`config.mk`:
```
export PLATFORM = sky130hd
export DESIGN_NAME = div
export DESIGN_NICKNAME = d
export VERILOG_FILES = /design/src/rtl/div_pkg.sv /design/src/rtl/div.sv
export SDC_FILE = /design/constraint.sdc
export NUM_CORES = 1
export LEC_CHECK = 0
export ABC_AREA = 1
export BUFFER_PORTS_ARGS = -buffer_cell sky130_fd_sc_hd__buf_4
export CORE_MARGIN = 2
export CORE_UTILIZATION = 55
export CTS_CLUSTER_DIAMETER = 120
export CTS_CLUSTER_SIZE = 20
export DETAILED_ROUTE_END_ITERATION = 12
export GPL_TIMING_DRIVEN = 0
export PLACE_DENSITY_LB_ADDON = 0.25
export SETUP_SLACK_MARGIN = 0.02
export SYNTH_ARGS = -nofsm -noshare
export SYNTH_HDL_FRONTEND = slang
export SYNTH_SLANG_ARGS = --single-unit
```
`constraint.sdc`:
```
create_clock -name clk -period 2.59 [get_ports clk]
set_input_delay 0.518 -clock clk [delete_from_list [all_inputs] [get_ports clk]]
set_output_delay 0.518 -clock clk [all_outputs]
set_load 0.05 [all_outputs]
```
`src/rtl/div_pkg.sv`:
```
// -----------------------------------------------------------------------------
// div_pkg -- shared definitions for the iterative 32-bit divider.
//   * bus widths (REG_W / DREG_W) and the matching reg_t / dreg_t types
//   * FSM state encoding (free, divide-by-zero, iterating, result held)
//   * ready / start level names used by the divider and the EX stage
//   * abs_if_signed(): magnitude of an operand when dividing signed
// -----------------------------------------------------------------------------
package div_pkg;

  localparam int unsigned REG_W  = 32;
  localparam int unsigned DREG_W = 64;

  typedef logic [REG_W-1:0]  reg_t;
  typedef logic [DREG_W-1:0] dreg_t;

  typedef enum logic [1:0] {
    DIV_FREE   = 2'b00,
    DIV_BYZERO = 2'b01,
    DIV_ON     = 2'b10,
    DIV_END    = 2'b11
  } div_state_e;

  localparam logic DIV_RESULT_READY     = 1'b1;
  localparam logic DIV_RESULT_NOT_READY = 1'b0;
  localparam logic DIV_START            = 1'b1;
  localparam logic DIV_STOP             = 1'b0;

  // Two's-complement magnitude of a signed operand; unsigned operands pass.
  // -2^31 maps to 32'h80000000, which is the correct unsigned magnitude.
  function automatic reg_t abs_if_signed(input logic is_signed, input reg_t v);
    return (is_signed && v[REG_W-1]) ? (~v + reg_t'(1)) : v;
  endfunction

endpackage

```
`src/rtl/div.sv`:
```
// -----------------------------------------------------------------------------
// div -- multi-cycle restoring divider for the EX stage (DIV / DIVU).
//
// Ports
//   clk           system clock, all state changes on the rising edge
//   rst           synchronous active-high reset
//   signed_div_i  1 = signed divide, 0 = unsigned
//   opdata1_i     dividend (sampled on the accept edge only)
//   opdata2_i     divisor  (sampled on the accept edge only)
//   start_i       divide request, held high until ready_o is seen
//   annul_i       cancel the request / in-flight divide (pipeline flush)
//   result_o      {remainder, quotient}, registered
//   ready_o       result valid, registered
//
// Timing: accept edge E0 loads the operands, E1..E32 perform one quotient
// bit each, E33 applies sign correction and raises ready_o. A zero divisor
// skips the iteration and reports a zero result one clock after accept.
// -----------------------------------------------------------------------------
module div
  import div_pkg::*;
(
  input  logic        clk,
  input  logic        rst,
  input  logic        signed_div_i,
  input  logic [31:0] opdata1_i,
  input  logic [31:0] opdata2_i,
  input  logic        start_i,
  input  logic        annul_i,
  output logic [63:0] result_o,
  output logic        ready_o
);

  div_state_e  state_q;
  logic [5:0]  cnt_q;
  logic [64:0] working_q;     // {partial remainder, dividend bits / quotient}
  reg_t        divisor_q;     // divisor magnitude
  logic        neg_quot_q;    // negate quotient at the end
  logic        neg_rem_q;     // negate remainder at the end
  dreg_t       result_q;
  logic        ready_q;

  logic [32:0] diff_d;
  logic [64:0] working_d;
  reg_t        quot_fix;
  reg_t        rem_fix;

  // One restoring step. The shifted partial remainder in working_q[64:32]
  // is always below 2*divisor, so bit 32 of the 33-bit difference is a
  // reliable borrow flag.
  always_comb begin
    diff_d = working_q[64:32] - {1'b0, divisor_q};
    if (!diff_d[32]) begin
      working_d = {diff_d[31:0], working_q[31:0], 1'b1};
    end else begin
      working_d = {working_q[63:0], 1'b0};
    end
  end

  // After 32 steps the quotient sits in [31:0] and the remainder in [64:33].
  always_comb begin
    quot_fix = neg_quot_q ? (~working_q[31:0] + reg_t'(1)) : working_q[31:0];
    rem_fix  = neg_rem_q  ? (~working_q[64:33] + reg_t'(1)) : working_q[64:33];
  end

  // NOTE: sequential state uses non-blocking assignments only, so every
  // register samples the values from before this edge.
  always_ff @(posedge clk) begin
    if (rst) begin
      // NOTE: the working register is a handful of flops, not a memory, so
      // it is cleared with the rest of the state on reset.
      state_q    <= DIV_FREE;
      cnt_q      <= '0;
      working_q  <= '0;
      divisor_q  <= '0;
      neg_quot_q <= 1'b0;
      neg_rem_q  <= 1'b0;
      result_q   <= '0;
      ready_q    <= DIV_RESULT_NOT_READY;
    end else begin
      unique case (state_q)
        DIV_FREE: begin
          result_q <= '0;
          ready_q  <= DIV_RESULT_NOT_READY;
          if (start_i == DIV_START && !annul_i) begin
            if (opdata2_i == '0) begin
              state_q <= DIV_BYZERO;
            end else begin
              state_q    <= DIV_ON;
              cnt_q      <= '0;
              working_q  <= {32'b0, abs_if_signed(signed_div_i, opdata1_i), 1'b0};
              divisor_q  <= abs_if_signed(signed_div_i, opdata2_i);
              neg_quot_q <= signed_div_i && (opdata1_i[31] ^ opdata2_i[31]);
              neg_rem_q  <= signed_div_i && opdata1_i[31];
            end
          end
        end

        DIV_BYZERO: begin
          result_q <= '0;
          if (annul_i) begin
            state_q <= DIV_FREE;
            ready_q <= DIV_RESULT_NOT_READY;
          end else begin
            state_q <= DIV_END;
            ready_q <= DIV_RESULT_READY;
          end
        end

        DIV_ON: begin
          if (annul_i) begin
            state_q  <= DIV_FREE;
            result_q <= '0;
            ready_q  <= DIV_RESULT_NOT_READY;
          end else if (cnt_q != 6'd32) begin
            working_q <= working_d;
            cnt_q     <= cnt_q + 6'd1;
          end else begin
            state_q  <= DIV_END;
            result_q <= {rem_fix, quot_fix};
            ready_q  <= DIV_RESULT_READY;
          end
        end

        DIV_END: begin
          // Result is held until EX drops its request.
          if (start_i == DIV_STOP) begin
            state_q  <= DIV_FREE;
            result_q <= '0;
            ready_q  <= DIV_RESULT_NOT_READY;
          end
        end

        default: begin
          state_q  <= DIV_FREE;
          result_q <= '0;
          ready_q  <= DIV_RESULT_NOT_READY;
        end
      endcase
    end
  end

  assign result_o = result_q;
  assign ready_o  = ready_q;

endmodule
```
# Word-level counts from Yosys, hierarchy flattened
# Cells that the tools add are included.
# W data, S select, Z words.
dict set report classes {
  addsub 6
  n_mul 0
  n_div 0
  magnitude_cmp 0
  eq_ne 10
  n_shift 0
  n_mux 31
  bitwise 6
  reduce_logical 13
}
# operator count
set op_table {}
lappend op_table {{$mux W65} 5}
lappend op_table {{$mux W64} 3}
lappend op_table {{$pmux W64 S3} 1}
lappend op_table {{$pmux W65 S2} 1}
lappend op_table {{$add A32 B1 Y32 const B} 4}
lappend op_table {{$mux W32} 4}
lappend op_table {{$not A32 Y32} 4}
lappend op_table {{$sub A33 B32 Y33} 1}
lappend op_table {{$logic_not A32 Y1} 1}
lappend op_table {{$mux W6} 4}
lappend op_table {{$mux W2} 6}
lappend op_table {{$pmux W6 S2} 1}
lappend op_table {{$ne A2 B2 Y1 const B} 5}
lappend op_table {{$pmux W2 S4} 1}
lappend op_table {{$add A6 B1 Y6 const B} 1}
lappend op_table {{$ne A6 B6 Y1 const B} 1}
lappend op_table {{$reduce_and A3 Y1} 2}
lappend op_table {{$reduce_and A5 Y1} 1}
lappend op_table {{$eq A2 B2 Y1 const B} 2}
lappend op_table {{$logic_and A1 B1 Y1} 4}
lappend op_table {{$mux W1} 4}
lappend op_table {{$pmux W1 S4} 1}
lappend op_table {{$ne A3 B3 Y1 const B} 1}
lappend op_table {{$eq A2 B1 Y1 const B} 1}
lappend op_table {{other kinds (7)} 7}
dict set report word_totals {
  regBits 172
  latchBits 0
  mem_bits_rw 0
  mem_bits_ro 0
  input_bits 69
  output_inout_bits 65
  elab_cells 74
  memories 0
}

# Logic depth before layout (Yosys ltp)
# Gate-level depths: netlist of the first run.
dict set report logic_depth {
  depth_word 6
  ltp_mapped 18
  depth_no_buf 17
}

# Least setup slack after synthesis of the first run
# Ideal clock, no wire load.
dict set report synth_path {
  kind {register to register}
  startpoint {reg working_q[32]}
  endpoint {reg working_q[47]}
  arrival_ns 2.023
  path_slack_ns 0.435
  path_stages_with_launch 19
  n_path_buf 1
  period_less_slack_ns 2.155
  path_cell_list {dfxtp_1 -> inv_1 -> ha_1 -> fa_1 -> inv_1 -> nand2_1 -> nand2_1 -> nand3_1 -> nand2_2 -> nand2_1 -> nand2_2 -> nand2_2 -> nand2_2 -> nand2_1 -> nand2_1 -> buf_4 -> nand2_1 -> nand3_1 -> a21oi_1}
}
dict set report synth_via {
  elab_chain_cells 5
}
# item line
set synth_rtl {}
lappend synth_rtl {{from (decl)} div.sv:35} ;# logic [64:0] working_q;
lappend synth_rtl {{from (signal assigned)} div.sv:90} ;# working_q <= {32'b0, abs_if_signed(signed_div_i, opdata1_i), 1'b0};
lappend synth_rtl {{from (signal assigned)} div.sv:115} ;# working_q <= working_d;
lappend synth_rtl {{$sub A33 B32 Y33} div.sv:51} ;# diff_d = working_q[64:32] - {1'b0, divisor_q};
lappend synth_rtl {{$mux W65} div.sv:52} ;# if (!diff_d[32]) begin
lappend synth_rtl {{$mux W65} div.sv:114} ;# end else if (cnt_q != 6'd32) begin
lappend synth_rtl {{$mux W65} div.sv:110} ;# if (annul_i) begin
lappend synth_rtl {{$pmux W65 S2} div.sv:80} ;# unique case (state_q)
# No other way between the ends. The select of a mux whose other input is x is not followed.
# A chain may end at the register's enable or synchronous reset.

# Final worst setup path of the first run
dict set report layout_path {
  startpoint {reg state_q[0]}
  endpoint {reg result_q[33] (netlist: result_o[33])}
}
dict set report layout_via {
  elab_chain_cells 3
}
# item line
set layout_rtl {}
lappend layout_rtl {{from (decl)} div.sv:33} ;# div_state_e state_q;
lappend layout_rtl {{from (signal assigned)} div.sv:71} ;# state_q <= DIV_FREE;
lappend layout_rtl {{from (signal assigned)} div.sv:86} ;# state_q <= DIV_BYZERO;
lappend layout_rtl {{from (signal assigned)} div.sv:88} ;# state_q <= DIV_ON;
lappend layout_rtl {{$eq A2 B1 Y1 (tied with other cells)} div.sv:80}
lappend layout_rtl {{$reduce_or A2 Y1 (no line) (tied with other cells)} -}
lappend layout_rtl {{$pmux W64 S3 / $reduce_and A2 Y1 (equally long branches)} -}
lappend layout_rtl {{to (signal assigned)} div.sv:119} ;# result_q <= {rem_fix, quot_fix};
lappend layout_rtl {{to (decl)} div.sv:39} ;# dreg_t result_q;
# Several ways; a longest one is shown, not always the timed one.

==> results of run 1 <==
## kinds of logic after synthesis
| family | after synthesis |
|---|---|
| AOI/OAI and AO/OA | 333 |
| xor gates and xnor gates | 52 |
| adders and majority gates | 42 |
| buffers and inverters | 407 |
| DFF | 172 |
| and+or+nand+nor | 1183 |
## cells in the mapped netlist, types with 4 or more instances
library cell / number / share of area (%)
or2_2: 7 / 0.34
nand4_1: 29 / 1.4
o21ai_2: 4 / 0.27
nand2_1: 677 / 20
buf_1: 5 / 0.15
a31oi_1: 18 / 0.88
buf_4: 9 / 0.53
o22ai_1: 4 / 0.19
nand3_1: 217 / 8.5
xnor2_1: 17 / 1.2
inv_2: 5 / 0.15
dfxtp_1: 172 / 27
o21ai_1: 14 / 0.55
a21o_1: 6 / 0.35
buf_2: 34 / 1.3
a21oi_1: 177 / 6.9
o21ai_0: 76 / 3.0
inv_1: 321 / 9.4
o31ai_1: 5 / 0.29
o21bai_1: 6 / 0.35
nor3_1: 24 / 0.94
a211oi_1: 6 / 0.35
ha_1: 41 / 4.0
o211ai_1: 7 / 0.41
xor2_1: 35 / 2.4
o21a_1: 6 / 0.35
nand2_2: 7 / 0.34
nor2_1: 187 / 5.5
nand3b_1: 16 / 0.94
clkbuf_1: 32 / 0.94
## worst max-delay path by stage
stage	startpoint	endpoint	slack, ns	cells after the start
floorplan	working_q[32]	working_q[47]	0.43	18
global placement	opdata2_i[0]	divisor_q[28]	0.08	12
finish	state_q[0]	result_o[33]	0.11	10
CTS	state_q[0]	result_o[43]	0.05	12
detailed placement	opdata2_i[0]	divisor_q[28]	0.06	12
global route	working_q[32]	working_q[52]	-0.004	18
## power breakdown
group | switching (µW) | total, µW | internal [µW]
clock | 1360 | 2700 | 1340
sequential | 371 | 3390 | 3020
combinational | 4530 | 6590 | 2060
## metal layers
layer	global-route usage [%]	vias to the layer above	routed length, µm
met4	19.9	0	2410
met5	0	-	0
met3	5.70	128	3330
li1	-	7294	-
met2	57.1	692	19400
met1	45.7	6717	18300
## flip-flops by register name, summed over array words and instances, names as in the netlist
signal      cells
working_q      65
result_o       64
divisor_q      32
cnt_q           6
state_q         2
neg_quot_q      1
neg_rem_q       1
ready_o         1
## stage by stage
| stage | power (µW) | TNS (ns) |
|---|---|---|
| final | 12700 | 0 |
| after detailed placement | 9720 | 0 |
| after CTS | 12400 | 0 |
| after global placement | 9640 | 0 |
| after global routing | 13600 | -0.00664 |
| after floorplan | 7960 | 0 |
## what timing repair did
action	in CTS	in global routing
resized for setup	0	34
setup endpoints to repair	0	65
buffers inserted	0	2
hold buffers	0	0
## worst max-delay path, stage by stage (launching register included)
cell     delay (ns)
dfxtp_1        0.33
inv_1          0.08
ha_1           0.31
inv_1          0.17
nor2_4         0.14
o21ai_2        0.09
nand2_1        0.27
buf_2          0.37
buf_1          0.38
nand2_1        0.10
a21oi_1        0.16
## final cells by class
type,count,area (µm²)
buffer,79,404
clock buffer,17,425
clock inverter,15,210
fill,2233,7820
inverter,327,1230
multi-input combinational,1610,7820
sequential,172,3460
tap,313,392
timing repair buffer,135,1030
==> flow_summary.yaml, run 1 <==
grt:
  grt_usage_pct: 35.6
  antenna_found_initial: 0
  grt_max_degree: 22
  grt_overflow: 0
  grt_pass1_vias: 14000
  grt_pass1_wl_um: 69200
synth:
  synth-edff-count: 0
  synthMuxAreaShare_pct: 0
  syn_area_per_cell_um2: 5.86
  yosysSeqAreaShare_pct: 26.8
  synth_compound_area_share_pct: 14.1
  ys_ff_latch: 172
  synth_fa_ha_area_share_pct: 4.15
  async_flop_share_pct: 0
  synthSimpleGateAreaFrac_pct: 38.8
  syn_inst: 2189
  syn_area_um2: 12800
  synth_top_family_by_area: "simple AND/OR/NAND/NOR gates"
  syn_nets: 2300
  yosysWarnings: 0
  synth-xor-area-share_pct: 3.55
  synthFlopType: "dfxtp_1"
  ys_types: 44
cells_and_area:
  finalInstanceArea_um2: 15000
  fin_util_pct: 65.7
  area_growth_pct: 16.6
  nNetsFinal: 2453
  antenna_cells: 0
  final_cell_count_no_fill: 2668
  final_cell_mix: "nand2_1 (674), inv_1 (320), nand3_1 (216), nor2_1 (186), a21oi_1 (177)"
  drive_above_1_share_pct: 11.2
  final_common_cell: "nand2_1"
sta:
  worst_slew_pin_slew_ns: 0.807
  drv_slew: 0
  clock_skew_ns: 0.0182
  finalHoldViolations: 0
  holdWs_ns: 0.354
  clock.fmax_mhz: 403
  setup_ws_ns: 0.111
  fin_crit_sh_pct: 95.7
  layout_min_cycle_time_ns: 2.48
  max-slew-margin-rel_pct: 46.2
  rsz0062_at_grt: "true"
  setup_violations: 0
cts:
  cts_buffers: 17
  root_buffer: "clkbuf_16"
  worstSkewPairLatency_ns: 0.45
  cts_sinks: 172
  cts_tree: "yes"
  cts_max_level: 4
  clk_pin_slew_worst_paths_ns: 0.08
  clockBufferDepth: 2
power_and_ir_drop:
  leakage_uw: 0.00729
  vdd_drop_max_mv: 0.509
  powerDensity_nw_per_um2: 847
drt:
  wire_per_inst_um: 16.3
  vias: 14800
  routed_via_density: 5.56
  antenna_left: 0
  totalWireLength_um: 43500
  drc: 0
  drt_iter0_drc: 1522
  first_pass_iters: 7
worst_setup_path:
  crit_type: "flop to flop"
  worstPathRequired_ns: 2.96
  r2r_end: "result_o[33]"
  r2r-start: "state_q[0]"
  r2r_setup_slack_ns: 0.11
  startpoint_type: "flop"
  critPathMaxFanout: 10
  end_kind: "flop"
  r2r_cells: 10
  worstPathArrival_ns: 2.85
floorplanning:
  pin_count: 134
  core_um2: 22800
  dieArea_um2: 24600
  die_w_um: 157
  row_count: 55
  initial_core_util_pct: 56.3
  die_h_um: 157
placed_design:
  placed_area_um2: 14200
  portBuffers: 132
  hpwlAfterDp_um: 35100
  dp_slack_ns: 0.0567
  place_congestion: 1.00
  dp.cells: 2634
run:
  drv_cap: 0
min_path:
  whs_path_depth: 3
  worstHoldEndpoint: "divisor_q[25]"
  min_from: "opdata2_i[25]"
  hp-class: "primary input to flop"
outcome:
  outcome: "completed"
(Power assumes the default switching activity.)
==> run 2, diff against run 1 <==
--- a/config.mk
+++ b/config.mk
@@ -5,7 +5,6 @@
 export SDC_FILE = /design/constraint.sdc
 export NUM_CORES = 1
 export LEC_CHECK = 0
-export ABC_AREA = 1
 export BUFFER_PORTS_ARGS = -buffer_cell sky130_fd_sc_hd__buf_4
 export CORE_MARGIN = 2
 export CORE_UTILIZATION = 55
@@ -13,7 +12,8 @@
 export CTS_CLUSTER_SIZE = 20
 export DETAILED_ROUTE_END_ITERATION = 12
 export GPL_TIMING_DRIVEN = 0
-export PLACE_DENSITY_LB_ADDON = 0.25
+export PLACE_DENSITY = 0.76
+export RECOVER_POWER = 25
 export SETUP_SLACK_MARGIN = 0.02
 export SYNTH_ARGS = -nofsm -noshare
 export SYNTH_HDL_FRONTEND = slang
==> run 2 against run 1 <==
Compared with the run above: the flow now finishes with violations (setup timing); flip-flop and latch count did not move; die area fell by 13%; clock power barely moved; utilization rose by 6.5 points; register-to-register slack got worse by 0.59 ns; final cell count fell by 27%; first-iteration DRC count fell by 24%; combinational power fell by 15%; sequential share of layout area rose by 1.4 points; critical path type unchanged; largest cell class unchanged.
==> flow_summary.yaml, run 2 <==
cells_and_area:
  largest_reg_flops: 65
  drive_above_1_share_pct: 23.2
  final_cell_mix: "nand2_1 (176), nor2_1 (161), buf_4 (139), dfxtp_1 (131), a21oi_1 (119)"
  area_growth_pct: 29.7
  fin_util_pct: 72.2
  top_register: "working_q"
  antenna_cells: 0
  final_common_cell: "nand2_1"
  nNetsFinal: 1778
  final_cell_count_no_fill: 1950
synth:
  yosysMostFrequentCell: "nand2_1"
  synth_top_area_share_pct: 30.9
  synth_common_cells: "nand2_1 (178), dfxtp_1 (172), nor2_1 (165), a21oi_1 (130), xnor2_1 (84)"
  synthFlopType: "dfxtp_1"
  yosysSeqAreaShare_pct: 30.9
  syn_nets: 1583
  synthTopCellsByArea: "dfxtp_1 (31%), xnor2_1 (6.6%), nand2_1 (6.0%)"
  synth-edff-count: 0
  ys_ff_latch: 172
  async_flop_share_pct: 0
  synth_top_area_cell: "dfxtp_1"
  syn_inst: 1472
  syn_area_per_cell_um2: 7.58
  ys_types: 73
  syn_area_um2: 11200
  yosysWarnings: 0
drt:
  wire_per_inst_um: 20.0
  first_pass_iters: 5
  routed_via_density: 6.25
  totalWireLength_um: 39000
  drt_iter0_drc: 1152
  drc: 0
  vias: 12200
  antenna_left: 0
worst_setup_path:
  path_buf_inv: 1
  cp_cell_sequence: "ha_1 -> o211ai_1 -> a21oi_4 -> o31ai_4 -> nand2_2 -> a31o_4 -> xnor2_4 -> buf_4 -> o311ai_0"
  worstPathRequired_ns: 2.86
  end_kind: "flop"
  crit_type: "flop to flop"
  startpoint_type: "flop"
  critPathTopFamily: "compound AO/OA/AOI/OAI gates"
  crit_slowest_cell: "dfxtp_1"
  max_stage_delay_ns: 0.52
  critPathMaxFanout: 7
  worstPathArrival_ns: 3.34
cts:
  clockBufferDepth: 2
  cts_tree: "yes"
  cts_buffers: 17
  cts_max_level: 4
  cts_sinks: 172
  clk_pin_slew_worst_paths_ns: 0.07
  root_buffer: "clkbuf_16"
  worstSkewPairLatency_ns: 0.45
grt:
  antenna_found_initial: 0
  grt_overflow: 0
  grt_max_degree: 20
  grt_pass1_wl_um: 57500
  grt_usage_pct: 33.5
  grt_pass1_vias: 10900
power_and_ir_drop:
  leakage_uw: 0.00553
  powerDensity_nw_per_um2: 800
  vdd_drop_max_mv: 0.471
sta:
  clock_skew_ns: 0.0124
  drv_slew: 0
  clock.fmax_mhz: 326
  worst_slew_pin_slew_ns: 0.796
  fin_crit_sh_pct: 118
  rsz0062_at_grt: "true"
  setup_violations: 37
  layout_min_cycle_time_ns: 3.07
  max-slew-margin-rel_pct: 46.4
  finalHoldViolations: 0
  setup_ws_ns: -0.477
floorplanning:
  dieArea_um2: 21400
  initial_core_util_pct: 55.7
  die_w_um: 146
  pin_count: 134
  row_count: 52
  core_um2: 20000
  die_h_um: 146
placed_design:
  portBuffers: 133
  hpwlAfterDp_um: 27000
  dp.cells: 1875
  place_congestion: 0.931
run:
  drv_cap: 0
outcome:
  outcome: "finished with violations"
  violations: "setup timing"
min_path:
  hp-class: "primary input to flop"
==> run 2: cell count changes in the layout (fill, tap and decap cells not counted), sizes merged, moves of 27 or more <==
cell / previous run / this run
xnor2: 17 / 86
a21oi: 180 / 132
a211oi: 6 / 38
a22oi: 1 / 38
nand2: 685 / 178
inv: 331 / 67
xor2: 35 / 64
nor2: 192 / 165
clkbuf: 53 / 128
nand3: 218 / 51
==> run 2: where the power goes <==
group / total (µW) / internal (µW) / leakage [µW] / switching (µW)
combinational: 5590 / 2200 / 0.00381 / 3380
clock: 2690 / 1400 / 0.000298 / 1280
sequential: 3300 / 2920 / 0.00142 / 376
total: 11600 / 6530 / 0.00553 / 5040
==> run 2: repair_timing <==
item | in CTS | in global routing
gates cloned | 4 | 0
buffers inserted | 22 | 31
pin swaps | 26 | 43
hold buffers | 0 | 0
setup endpoints to repair | 117 | 150
gates resized for setup | 129 | 129
==> run 2: kinds of logic (layout without fill, tap and decap cells) <==
group	after synthesis	in the layout	synth area share [%]
AND/OR/NAND/NOR	534	534	21.8
AO/OA/AOI/OAI	414	414	24.3
flip-flops	172	172	30.9
buffers and inverters	152	359	5.53
XOR/XNOR	149	150	11.9
adder cells (fa/ha/maj)	42	42	4.78
multiplexers	9	9	0.819
==> run 2: final cells by class <==
cell class	count	area [µm²]
multi-input combinational	1149	8030
fill	1670	5580
sequential	172	3540
timing repair buffer	188	1290
clock buffer	17	425
buffer	81	422
tap	270	338
inverter	58	220
clock inverter	15	191
==> run 2: layer usage <==
layer / global-route usage (%) / vias to the layer above / wire [µm]
met3: 6.44 / 130 / 3830
met2: 51.6 / 687 / 17500
met4: 12.1 / 0 / 1370
li1: - / 5652 / -
met1: 46.8 / 5719 / 16300
met5: 0 / - / 0
==> run 2: worst paths after layout <==
kind,startpoint,endpoint,slack [ns],cells past startpoint
worst max-delay path,working_q[36],working_q[37],-0.48,9
worst min register to register,result_o[25],result_o[25],0.45,2
worst max register to register,working_q[36],working_q[37],-0.48,9
worst min-delay path,opdata2_i[25],divisor_q[25],0.39,3
==> run 2: worst register-to-register path: stages (launching register included) <==
cell and delay [ns]:
dfxtp_1 0.52, ha_1 0.35, o211ai_1 0.24, a21oi_4 0.10
o31ai_4 0.37, nand2_2 0.11, a31o_4 0.31, xnor2_4 0.21
buf_4 0.20, o311ai_0 0.51
==> run 2: metrics by stage <==
stage	setup slack [ns]	power (µW)	instance area (µm²)	setup TNS, ns	hold slack [ns]
finish	-0.477	11600	14500	-7.56	0.385
global route	-0.436	12100	14500	-10.83	0.409
CTS	-0.206	10800	13900	-4.49	0.385
detailed placement	-0.682	7560	12700	-59.15	0.447
global placement	-0.683	7510	12700	-55.57	0.442
floorplan	-0.190	6390	11300	-3.91	0.450
